File: src/rtl/spi_mem_slave_if.sv
// SPI pin bundle between the SoC spi_master and spi_mem_slave.
// Member names match the slave-side pin names.
interface spi_mem_slave_if;
    logic spi_sclk_i;
    logic spi_cs_i;
    logic spi_mosi_i;
    logic spi_miso_o;

    modport master (
        output spi_sclk_i,
        output spi_cs_i,
        output spi_mosi_i,
        input  spi_miso_o
    );

    modport slave (
        input  spi_sclk_i,
        input  spi_cs_i,
        input  spi_mosi_i,
        output spi_miso_o
    );
endinterface

File: src/rtl/spi_mem_slave.sv
// SPI mode-0 slave byte memory (READ 0x03 / WRITE 0x02, 16-bit address, streamed data)
// with a parallel preload port. Optional write protect input is enabled by SPI_MEM_WP_EN.
module spi_mem_slave #(
    parameter int         DEPTH     = 256,
    parameter logic [7:0] CMD_READ  = 8'h03,
    parameter logic [7:0] CMD_WRITE = 8'h02,
    localparam int        AW        = $clog2(DEPTH)
) (
    input  logic          clk_core_i,
    input  logic          rst_n_i,
    spi_mem_slave_if.slave spi,
    input  logic          ld_we_i,
    input  logic [AW-1:0] ld_addr_i,
    input  logic [7:0]    ld_data_i,
`ifdef SPI_MEM_WP_EN
    input  logic          wp_n_i,
`endif
    output logic          busy_o,
    output logic          cmd_err_o
);

    typedef enum logic [2:0] {
        ST_IDLE    = 3'd0,
        ST_CMD     = 3'd1,
        ST_ADDR_HI = 3'd2,
        ST_ADDR_LO = 3'd3,
        ST_DATA_RD = 3'd4,
        ST_DATA_WR = 3'd5,
        ST_IGNORE  = 3'd6
    } state_t;

    state_t        state_r, state_nxt_s;
    logic [2:0]    sclk_sync_r, cs_sync_r, cs_vld_r;
    logic [1:0]    mosi_sync_r;
    logic [2:0]    bit_cnt_r;
    logic [6:0]    rx_shift_r;
    logic [7:0]    tx_shift_r, addr_hi_r;
    logic [AW-1:0] addr_r;
    logic          is_read_r, rd_entry_r, rd_skip_r;
    logic          miso_r, busy_r, cmd_err_r;
    logic [7:0]    mem_r [DEPTH];

    logic          sclk_rise_s, sclk_fall_s, cs_fall_s, cs_high_s, byte_done_s, wp_ok_s;
    logic [7:0]    rx_byte_s, mem_rd_s;
    logic          cmd_err_s, cmd_ok_s, cmd_rd_s, addr_hi_ld_s, addr_ld_s, spi_we_s;
    logic          addr_inc_s, tx_load_s, tx_shift_en_s, skip_clr_s;

    function automatic logic [AW-1:0] next_addr(input logic [AW-1:0] a);
        if (a == AW'(DEPTH - 1)) begin
            return {AW{1'b0}};
        end else begin
            return a + {{(AW-1){1'b0}}, 1'b1};
        end
    endfunction

`ifdef SPI_MEM_WP_EN
    assign wp_ok_s = wp_n_i;
`else
    assign wp_ok_s = 1'b1;
`endif

    // cs_vld_r masks the edge detector until reset values have left the CS chain,
    // so a CS held low across reset never looks like a fresh select.
    assign sclk_rise_s = sclk_sync_r[1] & ~sclk_sync_r[2];
    assign sclk_fall_s = ~sclk_sync_r[1] & sclk_sync_r[2];
    assign cs_high_s   = cs_sync_r[1];
    assign cs_fall_s   = ~cs_sync_r[1] & cs_sync_r[2] & cs_vld_r[2];
    assign rx_byte_s   = {rx_shift_r, mosi_sync_r[1]};
    assign byte_done_s = sclk_rise_s && (bit_cnt_r == 3'd7);
    assign mem_rd_s    = mem_r[addr_r];

    // Input synchronizers and one-cycle-delayed copies for edge detection.
    always_ff @(posedge clk_core_i or negedge rst_n_i) begin
        if (!rst_n_i) begin
            sclk_sync_r <= 3'b000;
            cs_sync_r   <= 3'b111;
            cs_vld_r    <= 3'b000;
            mosi_sync_r <= 2'b00;
        end else begin
            sclk_sync_r <= {sclk_sync_r[1:0], spi.spi_sclk_i};
            cs_sync_r   <= {cs_sync_r[1:0], spi.spi_cs_i};
            cs_vld_r    <= {cs_vld_r[1:0], 1'b1};
            mosi_sync_r <= {mosi_sync_r[0], spi.spi_mosi_i};
        end
    end

    // Next-state and datapath strobes; CS release overrides every state.
    always_comb begin
        state_nxt_s   = state_r;
        cmd_err_s     = 1'b0;
        cmd_ok_s      = 1'b0;
        cmd_rd_s      = 1'b0;
        addr_hi_ld_s  = 1'b0;
        addr_ld_s     = 1'b0;
        spi_we_s      = 1'b0;
        addr_inc_s    = 1'b0;
        tx_load_s     = 1'b0;
        tx_shift_en_s = 1'b0;
        skip_clr_s    = 1'b0;
        if (cs_high_s) begin
            state_nxt_s = ST_IDLE;
        end else begin
            case (state_r)
                ST_IDLE: begin
                    if (cs_fall_s) state_nxt_s = ST_CMD;
                    else           state_nxt_s = ST_IDLE;
                end
                ST_CMD: begin
                    if (byte_done_s) begin
                        if (rx_byte_s == CMD_READ || rx_byte_s == CMD_WRITE) begin
                            state_nxt_s = ST_ADDR_HI;
                            cmd_ok_s    = 1'b1;
                            cmd_rd_s    = (rx_byte_s == CMD_READ);
                        end else begin
                            state_nxt_s = ST_IGNORE;
                            cmd_err_s   = 1'b1;
                        end
                    end else begin
                        state_nxt_s = ST_CMD;
                    end
                end
                ST_ADDR_HI: begin
                    if (byte_done_s) begin
                        state_nxt_s  = ST_ADDR_LO;
                        addr_hi_ld_s = 1'b1;
                    end else begin
                        state_nxt_s = ST_ADDR_HI;
                    end
                end
                ST_ADDR_LO: begin
                    if (byte_done_s) begin
                        addr_ld_s = 1'b1;
                        if (is_read_r) state_nxt_s = ST_DATA_RD;
                        else           state_nxt_s = ST_DATA_WR;
                    end else begin
                        state_nxt_s = ST_ADDR_LO;
                    end
                end
                ST_DATA_WR: begin
                    if (byte_done_s) begin
                        addr_inc_s = 1'b1;
                        spi_we_s   = wp_ok_s;
                    end else begin
                        state_nxt_s = ST_DATA_WR;
                    end
                end
                // The first falling edge after entry closes the address byte; MISO
                // already holds the preloaded MSB, so that edge is skipped.
                ST_DATA_RD: begin
                    if (rd_entry_r) begin
                        tx_load_s  = 1'b1;
                        addr_inc_s = 1'b1;
                    end else if (sclk_fall_s) begin
                        if (rd_skip_r) begin
                            skip_clr_s = 1'b1;
                        end else if (bit_cnt_r == 3'd0) begin
                            tx_load_s  = 1'b1;
                            addr_inc_s = 1'b1;
                        end else begin
                            tx_shift_en_s = 1'b1;
                        end
                    end else begin
                        state_nxt_s = ST_DATA_RD;
                    end
                end
                ST_IGNORE: state_nxt_s = ST_IGNORE;
                default:   state_nxt_s = ST_IDLE;
            endcase
        end
    end

    // State register, shifters, address counter and registered outputs.
    always_ff @(posedge clk_core_i or negedge rst_n_i) begin
        if (!rst_n_i) begin
            state_r    <= ST_IDLE;
            bit_cnt_r  <= 3'd0;
            rx_shift_r <= 7'd0;
            tx_shift_r <= 8'd0;
            addr_hi_r  <= 8'd0;
            addr_r     <= {AW{1'b0}};
            is_read_r  <= 1'b0;
            rd_entry_r <= 1'b0;
            rd_skip_r  <= 1'b0;
            miso_r     <= 1'b0;
            busy_r     <= 1'b0;
            cmd_err_r  <= 1'b0;
        end else begin
            state_r    <= state_nxt_s;
            cmd_err_r  <= cmd_err_s;
            busy_r     <= ~cs_sync_r[1];
            miso_r     <= (state_r == ST_DATA_RD) ? tx_shift_r[7] : 1'b0;
            rd_entry_r <= addr_ld_s & is_read_r;

            if (state_r == ST_IDLE || cs_high_s) begin
                bit_cnt_r  <= 3'd0;
                rx_shift_r <= 7'd0;
            end else if (sclk_rise_s) begin
                bit_cnt_r  <= bit_cnt_r + 3'd1;
                rx_shift_r <= rx_byte_s[6:0];
            end else begin
                bit_cnt_r  <= bit_cnt_r;
                rx_shift_r <= rx_shift_r;
            end

            if (cmd_ok_s)          is_read_r <= cmd_rd_s;
            else                   is_read_r <= is_read_r;

            if (addr_hi_ld_s)      addr_hi_r <= rx_byte_s;
            else                   addr_hi_r <= addr_hi_r;

            if (addr_ld_s)         addr_r <= AW'({addr_hi_r, rx_byte_s});
            else if (addr_inc_s)   addr_r <= next_addr(addr_r);
            else                   addr_r <= addr_r;

            if (addr_ld_s && is_read_r) rd_skip_r <= 1'b1;
            else if (skip_clr_s)        rd_skip_r <= 1'b0;
            else                        rd_skip_r <= rd_skip_r;

            if (tx_load_s)         tx_shift_r <= mem_rd_s;
            else if (tx_shift_en_s) tx_shift_r <= {tx_shift_r[6:0], 1'b0};
            else                   tx_shift_r <= tx_shift_r;
        end
    end

    // Storage array (not reset); the loader wins a same-address collision.
    always_ff @(posedge clk_core_i) begin
        if (ld_we_i) begin
            mem_r[ld_addr_i] <= ld_data_i;
        end
        if (spi_we_s && !(ld_we_i && (ld_addr_i == addr_r))) begin
            mem_r[addr_r] <= rx_byte_s;
        end
    end

    assign spi.spi_miso_o = miso_r;
    assign busy_o         = busy_r;
    assign cmd_err_o      = cmd_err_r;

endmodule

File: src/flat_wrapper.sv
// flat-port wrapper written by rule: the top's interface ports become plain ports
module spi_mem_slave_flat 
#(
    parameter int         DEPTH     = 256,
    parameter logic [7:0] CMD_READ  = 8'h03,
    parameter logic [7:0] CMD_WRITE = 8'h02,
    localparam int        AW        = $clog2(DEPTH)
)
  (clk_core_i, rst_n_i, ld_we_i, ld_addr_i, ld_data_i, busy_o, cmd_err_o, spi_spi_sclk_i, spi_spi_cs_i, spi_spi_mosi_i, spi_spi_miso_o);
  spi_mem_slave_if spi_i ();
  input  logic clk_core_i;
  input  logic rst_n_i;
  input  logic ld_we_i;
  input  logic [AW-1:0] ld_addr_i;
  input  logic [7:0] ld_data_i;
  output logic busy_o;
  output logic cmd_err_o;
  input wire logic [$bits(spi_i.spi_sclk_i)-1:0] spi_spi_sclk_i;
  input wire logic [$bits(spi_i.spi_cs_i)-1:0] spi_spi_cs_i;
  input wire logic [$bits(spi_i.spi_mosi_i)-1:0] spi_spi_mosi_i;
  output wire logic [$bits(spi_i.spi_miso_o)-1:0] spi_spi_miso_o;
  assign spi_i.spi_sclk_i = spi_spi_sclk_i;
  assign spi_i.spi_cs_i = spi_spi_cs_i;
  assign spi_i.spi_mosi_i = spi_spi_mosi_i;
  assign spi_spi_miso_o = spi_i.spi_miso_o;
  spi_mem_slave #(.DEPTH(DEPTH), .CMD_READ(CMD_READ), .CMD_WRITE(CMD_WRITE)) u_core (.clk_core_i(clk_core_i), .rst_n_i(rst_n_i), .spi(spi_i), .ld_we_i(ld_we_i), .ld_addr_i(ld_addr_i), .ld_data_i(ld_data_i), .busy_o(busy_o), .cmd_err_o(cmd_err_o));
endmodule
File: config.mk
export PLATFORM = sky130hd
export DESIGN_NAME = spi_mem_slave_flat
export DESIGN_NICKNAME = d
export VERILOG_FILES = /design/src/rtl/spi_mem_slave_if.sv /design/src/rtl/spi_mem_slave.sv /design/src/flat_wrapper.sv
export SDC_FILE = /design/constraint.sdc
export NUM_CORES = 2
export LEC_CHECK = 0
export CAP_MARGIN = 0
export CELL_PAD_IN_SITES_DETAIL_PLACEMENT = 0
export CELL_PAD_IN_SITES_GLOBAL_PLACEMENT = 1
export CORE_UTILIZATION = 55
export DETAILED_ROUTE_END_ITERATION = 8
export PLACE_DENSITY = 0.82
export SETUP_SLACK_MARGIN = 0.05
export SYNTH_ARGS = -nofsm -noshare
export SYNTH_HDL_FRONTEND = slang
export SYNTH_SLANG_ARGS = --single-unit
File: constraint.sdc
create_clock -name clk_core_i -period 4.6 [get_ports clk_core_i]
set_input_delay 0.69 -clock clk_core_i [delete_from_list [all_inputs] [get_ports clk_core_i]]
set_output_delay 0.69 -clock clk_core_i [all_outputs]
set_load 0.02 [all_outputs]
# After elaboration in Yosys (flattened, before gate mapping)

Memories as Yosys holds them, arrays and structs flattened.
Index checks and enable logic that the tools add are counted.
Widths: inputs -> output; s select.

$add $sub $neg: 2
Equal/unequal tests: 14
Muxes and demuxes: 63
Bitwise operators: 8
Reduce and logical (&&, ||, !) cells: 14

Operator list:

| cell                | count |
|---|---|
| $mux 1              | 45 |
| $mux 8              | 5 |
| $mux 3              | 9 |
| $pmux 3 s7          | 1 |
| $eq 8x2->1 const B  | 2 |
| $mux 7              | 2 |
| $eq 3x3->1 const B  | 4 |
| $ne 3x2->1 const B  | 3 |
| $add 8x1->8 const B | 1 |
| $eq 8x8->1          | 1 |
| $eq 8x8->1 const B  | 1 |
| $reduce_bool 2->1   | 4 |
| $eq 3x2->1 const B  | 2 |
| $logic_not 3->1     | 2 |
| $and 1x1->1         | 5 |
| $logic_and 1x1->1   | 4 |
| $add 3x1->3 const B | 1 |
| $eq 3x1->1 const B  | 1 |
| $not 1->1           | 3 |
| $reduce_and 3->1    | 1 |
| $logic_or 1x1->1    | 2 |
| $pmux 1 s2          | 1 |
| $logic_not 1->1     | 1 |

Register bits: 46
Bits in writable memories: 2048
Input port bits: 22
Logic and storage cells: 117
Memories: 1

Memory list:

| name         | depth | bits a word | read ports | clocked after Yosys merged registers in | wr ports | RTL line            | text |
|---|---|---|---|---|---|---|---|
| u_core.mem_r | 256   | 8           | 1          | 0                                       | 2        | spi_mem_slave.sv:41 | `logic [7:0] mem_r [DEPTH];` |

# Depth between registers and ports, before layout

Word-level depth: 9
Mapped depth: 14
Mapped depth without buffers: 9

# Worst setup path after synthesis

No wires, ideal clock.

Path kind: register -> register
From: register u_core.addr_r[1]
To: memory u_core.mem_r[100][0] (enable)
Arrival: 2798 ps
Required time: 4224 ps
Path slack: 1426 ps
Cell stages (with the launch flop): 15
Buffers on the path: 9
Clock period less this slack: 3174 ps
Path through: dfrtp_1 > clkbuf_1 > buf_4 > buf_6 > buf_4 > buf_2 > buf_4 > inv_1 > ha_1 > and2_4 > buf_8 > nand2_8 > buf_4 > buf_2 > o22ai_1

RTL lines:

| element                | RTL line             | text |
|---|---|---|
| from (decl)            | spi_mem_slave.sv:38  | `logic [AW-1:0] addr_r;` |
| from (signal assigned) | spi_mem_slave.sv:180 | `addr_r <= {AW{1'b0}};` |
| from (signal assigned) | spi_mem_slave.sv:211 | `if (addr_ld_s) addr_r <= AW'({addr_hi_r, rx_byte_s});` |
| from (signal assigned) | spi_mem_slave.sv:212 | `else if (addr_inc_s) addr_r <= next_addr(addr_r);` |
| to (decl)              | spi_mem_slave.sv:41  |  |

# Worst setup path in the final report

From: register u_core.addr_r[0]
To: register u_core.tx_shift_r[2]

Longest elaborated chain between the ends: 2

RTL lines:

| element              | RTL line             | text |
|---|---|---|
| $mem_v2 256x8        | n/a                  |  |
| $mux 8               | spi_mem_slave.sv:219 | `if (tx_load_s) tx_shift_r <= mem_rd_s;` |
| to (signal assigned) | spi_mem_slave.sv:219 |  |
| to (signal assigned) | spi_mem_slave.sv:220 | `else if (tx_shift_en_s) tx_shift_r <= {tx_shift_r[6:0], 1'b0};` |
| to (signal assigned) | spi_mem_slave.sv:221 | `else tx_shift_r <= tx_shift_r;` |
| to (decl)            | spi_mem_slave.sv:37  | `logic [7:0] tx_shift_r, addr_hi_r;` |

No other way between the ends.
A chain may end at the register's enable or synchronous reset.

==> summary.md <==
| Metric | Value |
|---|---|
| Crit path largest cell delay | `0.72 ns` |
| Global route overflow | `0` |
| Max clock buf depth | `3` |
| Post-synth ARST share | `2.197%` |
| First-pass GRT wire length | `513.2 mm` |
| Gpl congestion | `approximately 0.96` |
| Num CTS Buffers | `215` |
| Fin Setup TNS | `0 ns` |
| CP Cell Sequence | `buf_12 -> inv_2 -> nand2_1 -> buf_4 -> o21ai_0 -> a211oi_1 -> a31oi_1 -> o2111ai_1 -> a31oi_1 -> a32oi_1` |
| Multiplexer area fraction after synthesis | `between 30% and 40%` |
| Internal Power | `31.79 mW` |
| Hold Path Origin | `spi_spi_cs_i` |
| Critical path class | `reg -> reg` |
| DR vias | `69060` |
| Setup slack after layout | `0.1921 ns` |
| Post-Synth Adder-Cell Area | `less than 1%` |
| Synth cell types | `75` |
| Largest family of logic cells by synthesized area | `multiplexers` |
| Worst Tran Pin Value | `1.283 ns` |
| Critical path peak fanout | `16` |
| Flops & latches, synth | `2094` |
| Switching Fraction | `21.22%` |
| Arr. time, crit path | `5.12 ns` |
| Clk pwr share | `43.5%` |
| Final setup vio count | `0` |
| Dpl hpwl | `224.5 mm` |
| Worst skew pair latency | `0.89 ns` |
| Gate Count Post-Synth | `7006` |
| Post-synth EDFFs | `between 2000 and 2500` |
| Dpl ws | `0.01046 ns` |
| CTS resizes | `0` |
| Largest delay share family, worst path | `compound AO/OA/AOI/OAI gates` |
| Status | `finished, final reports clean` |
| Fin crit share | `95.82%` |
| Clk root buf | `clkbuf_16` |
| Post-route minimum period | `between 4 and 5 ns` |
| Logic gate share of total power | `4.5%` |
| Fill cells | `14990` |
| Sequential cell area fraction in the yosys report | `roughly 54%` |
| Initial antenna violation count | `15` |
| Max_cap viols | `0` |
| Core area | `about 210000 µm²` |
| Routed wire length | `363.3 mm` |
| Reg clk slew, reported paths | `0.06 ns` |
| Ys Warns | `0` |
| Slew margin rel. | `approximately 14%` |
| Inst Count DP | `9402` |
| Final hold vios | `0` |
| Drc violations | `0` |
| Vias in the first global route | `67560` |
| Initial Util | `a little under three fifths` |
| Simple-Gate Fraction of Synth Area | `5.097%` |
| Worst Setup End Kind | `register` |
| Post-synth top flop | `edfxtp_1` |
| Die ar. | `between 200000 and 250000 µm²` |
| XOR/XNOR Fraction of Synth Area | `0.08331%` |
| Post-Syn Area per Cell | `16.51 µm²` |
| CTS tree | `built` |
| WP buf/inv | `3` |
| Final Cell Area | `126400 µm²` |
| Startpoint Class | `register` |
| GRT Total Usage | `approximately a third` |
| RSZ-0062 raised after global routing | `false` |
| Critical path startpoint | `u_core.addr_r[0]` |
| DRT Pass-1 Iters | `8` |
| Crit path top cell by count | `a31oi_1` |
| Mapped Area | `115600 µm²` |
| Switching pwr | `8.561 mW` |
| Leak | `between 40 and 50 nW` |
| Max IR drop VDD | `0.4737 mV` |
| ANT nets after route | `0` |
| IO buf count | `24` |
| Largest net degree at the start of global routing | `156` |
| Worst min path class | `in -> reg` |
| FP Rows | `around 170` |
| Layout area overhead | `9.288%` |
| CTS H-tree lvls | `4` |
| Fin. max-slew vios | `0` |
| R2R Path Start | `u_core.addr_r[0]` |
| Clock sinks | `2094` |
| Syn Nets | `7035` |
| Final cell count without fillers | `9810` |
| Routed vias/inst | `between 7 and 8` |
| Nets | `slightly below 7000` |
| Worst path slowest cell | `dfrtp_4` |
| Pwr Total | `approximately 40 mW` |
| Routed WL per cell | `37.03 µm` |
| Fmax | `226.9 MHz` |
| Multi-input gate area | `between 40000 and 50000 µm²` |
| Layout cell share with drive strength beyond 1 | `49.25%` |
| Die Wd | `460.6 µm` |
| IO Pins | `25` |
| Vert. Die Dim | `460.6 µm` |
| Pwr/cell area | `319.3 nW/µm²` |
| Worst path required time | `5.31 ns` |
| Dpl cell area | `119500 µm²` |
| DRT iter0 DRCs | `between 10000 and 15000` |
| Register area | `62700 µm²` |
| Reg power frac | `a little over half` |
| Synth Area in Compound Gates | `3.553%` |
| Clock Skews | `0.03878 ns` |
[per-stage QoR]
stage / hold WS (ns) / utilization (%)
CTS: 0.2121 / 60.72
detailed placement: 0.3347 / 57.40
floorplan: 0.3312 / -
finish: 0.2541 / 60.73
global route: 0.2257 / 60.72
global placement: 0.3370 / 57.40
[sequential cells by signal, indices dropped and copies added, names as in the netlist, 2 cells and up]
register            flops
u_core.mem_r         2048
u_core.addr_r           8
u_core.tx_shift_r       8
u_core.rx_shift_r       7
u_core.bit_cnt_r        3
u_core.cs_sync_r        3
u_core.cs_vld_r         3
u_core.sclk_sync_r      3
u_core.state_r          3
u_core.mosi_sync_r      2
[logic make-up (layout without fill, tap and decap cells)]
kind of cell    Yosys count  in the layout
compound gates          615            615
xor+xnor                 11             11
fa+ha+maj                 7              7
buf+inv                 814            821
flops                  2094           2094
mux                    2742           2742
other cells               1             10
simple gates            722            722
[Yosys cell counts, types with 9 or more instances]
library cell / instances / area share (%)
a211oi_1: 21 / 0.14
a21oi_1: 71 / 0.31
a221oi_1: 10 / 0.076
a22oi_1: 100 / 0.65
a31oi_1: 14 / 0.076
a32oi_1: 23 / 0.17
buf_1: 13 / 0.042
buf_12: 12 / 0.21
buf_2: 114 / 0.49
buf_4: 72 / 0.47
buf_6: 23 / 0.22
clkbuf_1: 567 / 1.8
dfrtp_1: 43 / 0.93
edfxtp_1: 2048 / 53
inv_1: 10 / 0.032
mux2_1: 59 / 0.57
mux2_2: 1062 / 10
mux2_4: 960 / 12
mux2i_1: 238 / 2.1
mux4_2: 423 / 8.2
nand2_1: 168 / 0.55
nand2_2: 9 / 0.049
nand2_8: 12 / 0.21
nand2b_1: 12 / 0.065
nand3_1: 73 / 0.32
nand4_1: 25 / 0.14
nor2_1: 69 / 0.22
nor2_2: 79 / 0.43
nor2_4: 48 / 0.47
nor2_8: 120 / 2.1
nor2b_1: 36 / 0.19
nor3_1: 28 / 0.12
o2111ai_1: 10 / 0.076
o21ai_0: 41 / 0.18
o221ai_1: 13 / 0.098
o22ai_1: 263 / 1.4
[final cells by class]
class	instances	share of cell area [%]
inverters	11	0.03663
well taps	2788	2.760
flip-flops and latches	2094	49.61
multi-input cells	4098	39.03
clock inverters	123	0.9682
diodes	9	0.01782
repair buffers	412	3.089
clock buffers	275	4.492
[power groups by stage]
stage	registers [mW]	clock network [mW]	logic (mW)
after global placement	21.4	0	1.71
final	21.0	17.5	1.82
after detailed placement	21.4	0	1.78
after global routing	21.0	18.3	1.89
after CTS	21.0	17.6	1.79
after floorplan	21.4	0	1.32
[cells in the final DEF (no fill, tap or decap), types with 9 or more instances in the layout]
cell,instances
clkbuf_16,217
nor2_4,52
clkinv_2,30
clkinv_1,49
nor2_1,61
nand4_1,25
mux4_2,423
o22ai_1,263
nor3_1,28
a221oi_1,10
mux2_1,59
clkbuf_1,55
dfrtp_4,13
buf_12,57
nand2_1,167
o221ai_1,13
diode_2,9
a32oi_1,23
nor2_8,120
o21ai_0,39
nand3_1,67
nor2_2,83
mux2i_1,238
nor2b_1,32
nand2_4,9
a211oi_1,21
dfrtp_1,29
mux2_4,960
a22oi_1,100
bufinv_16,20
a31oi_1,14
o2111ai_1,10
a21oi_1,71
nand2_8,12
edfxtp_1,2048
mux2_2,1062
buf_4,330
clkdlybuf4s50_1,15
nand2b_1,11
[routing by layer]
metal | wire length [µm] | up-vias | track usage (%)
li1 | - | 27470 | -
met1 | 135400 | 35790 | 45.56
met2 | 162500 | 4867 | 51.19
met3 | 43730 | 928 | 8.769
met4 | 21500 | 10 | 17.52
met5 | 184 | - | 0
[final timing paths]
path / to / slack, ns / cells past startpoint
hold reg to reg: u_core.cs_vld_r[1] / 0.35 / 0
max in group asynchronous: u_core.addr_r[5] / 3.43 / 3
min in group asynchronous: u_core.cs_vld_r[1] / 0.38 / 2
setup reg to reg: u_core.tx_shift_r[2] / 0.19 / 10
setup / recovery: u_core.tx_shift_r[2] / 0.19 / 10
hold / removal: u_core.cs_sync_r[0] / 0.25 / 1
[timing repair]
action                                 in CTS  in global routing
hold buffers                                1                  0
endpoints found under the hold margin      26                  0
buffers inserted                            0                  0
Note: power is estimated with default switching activity, not from simulation.
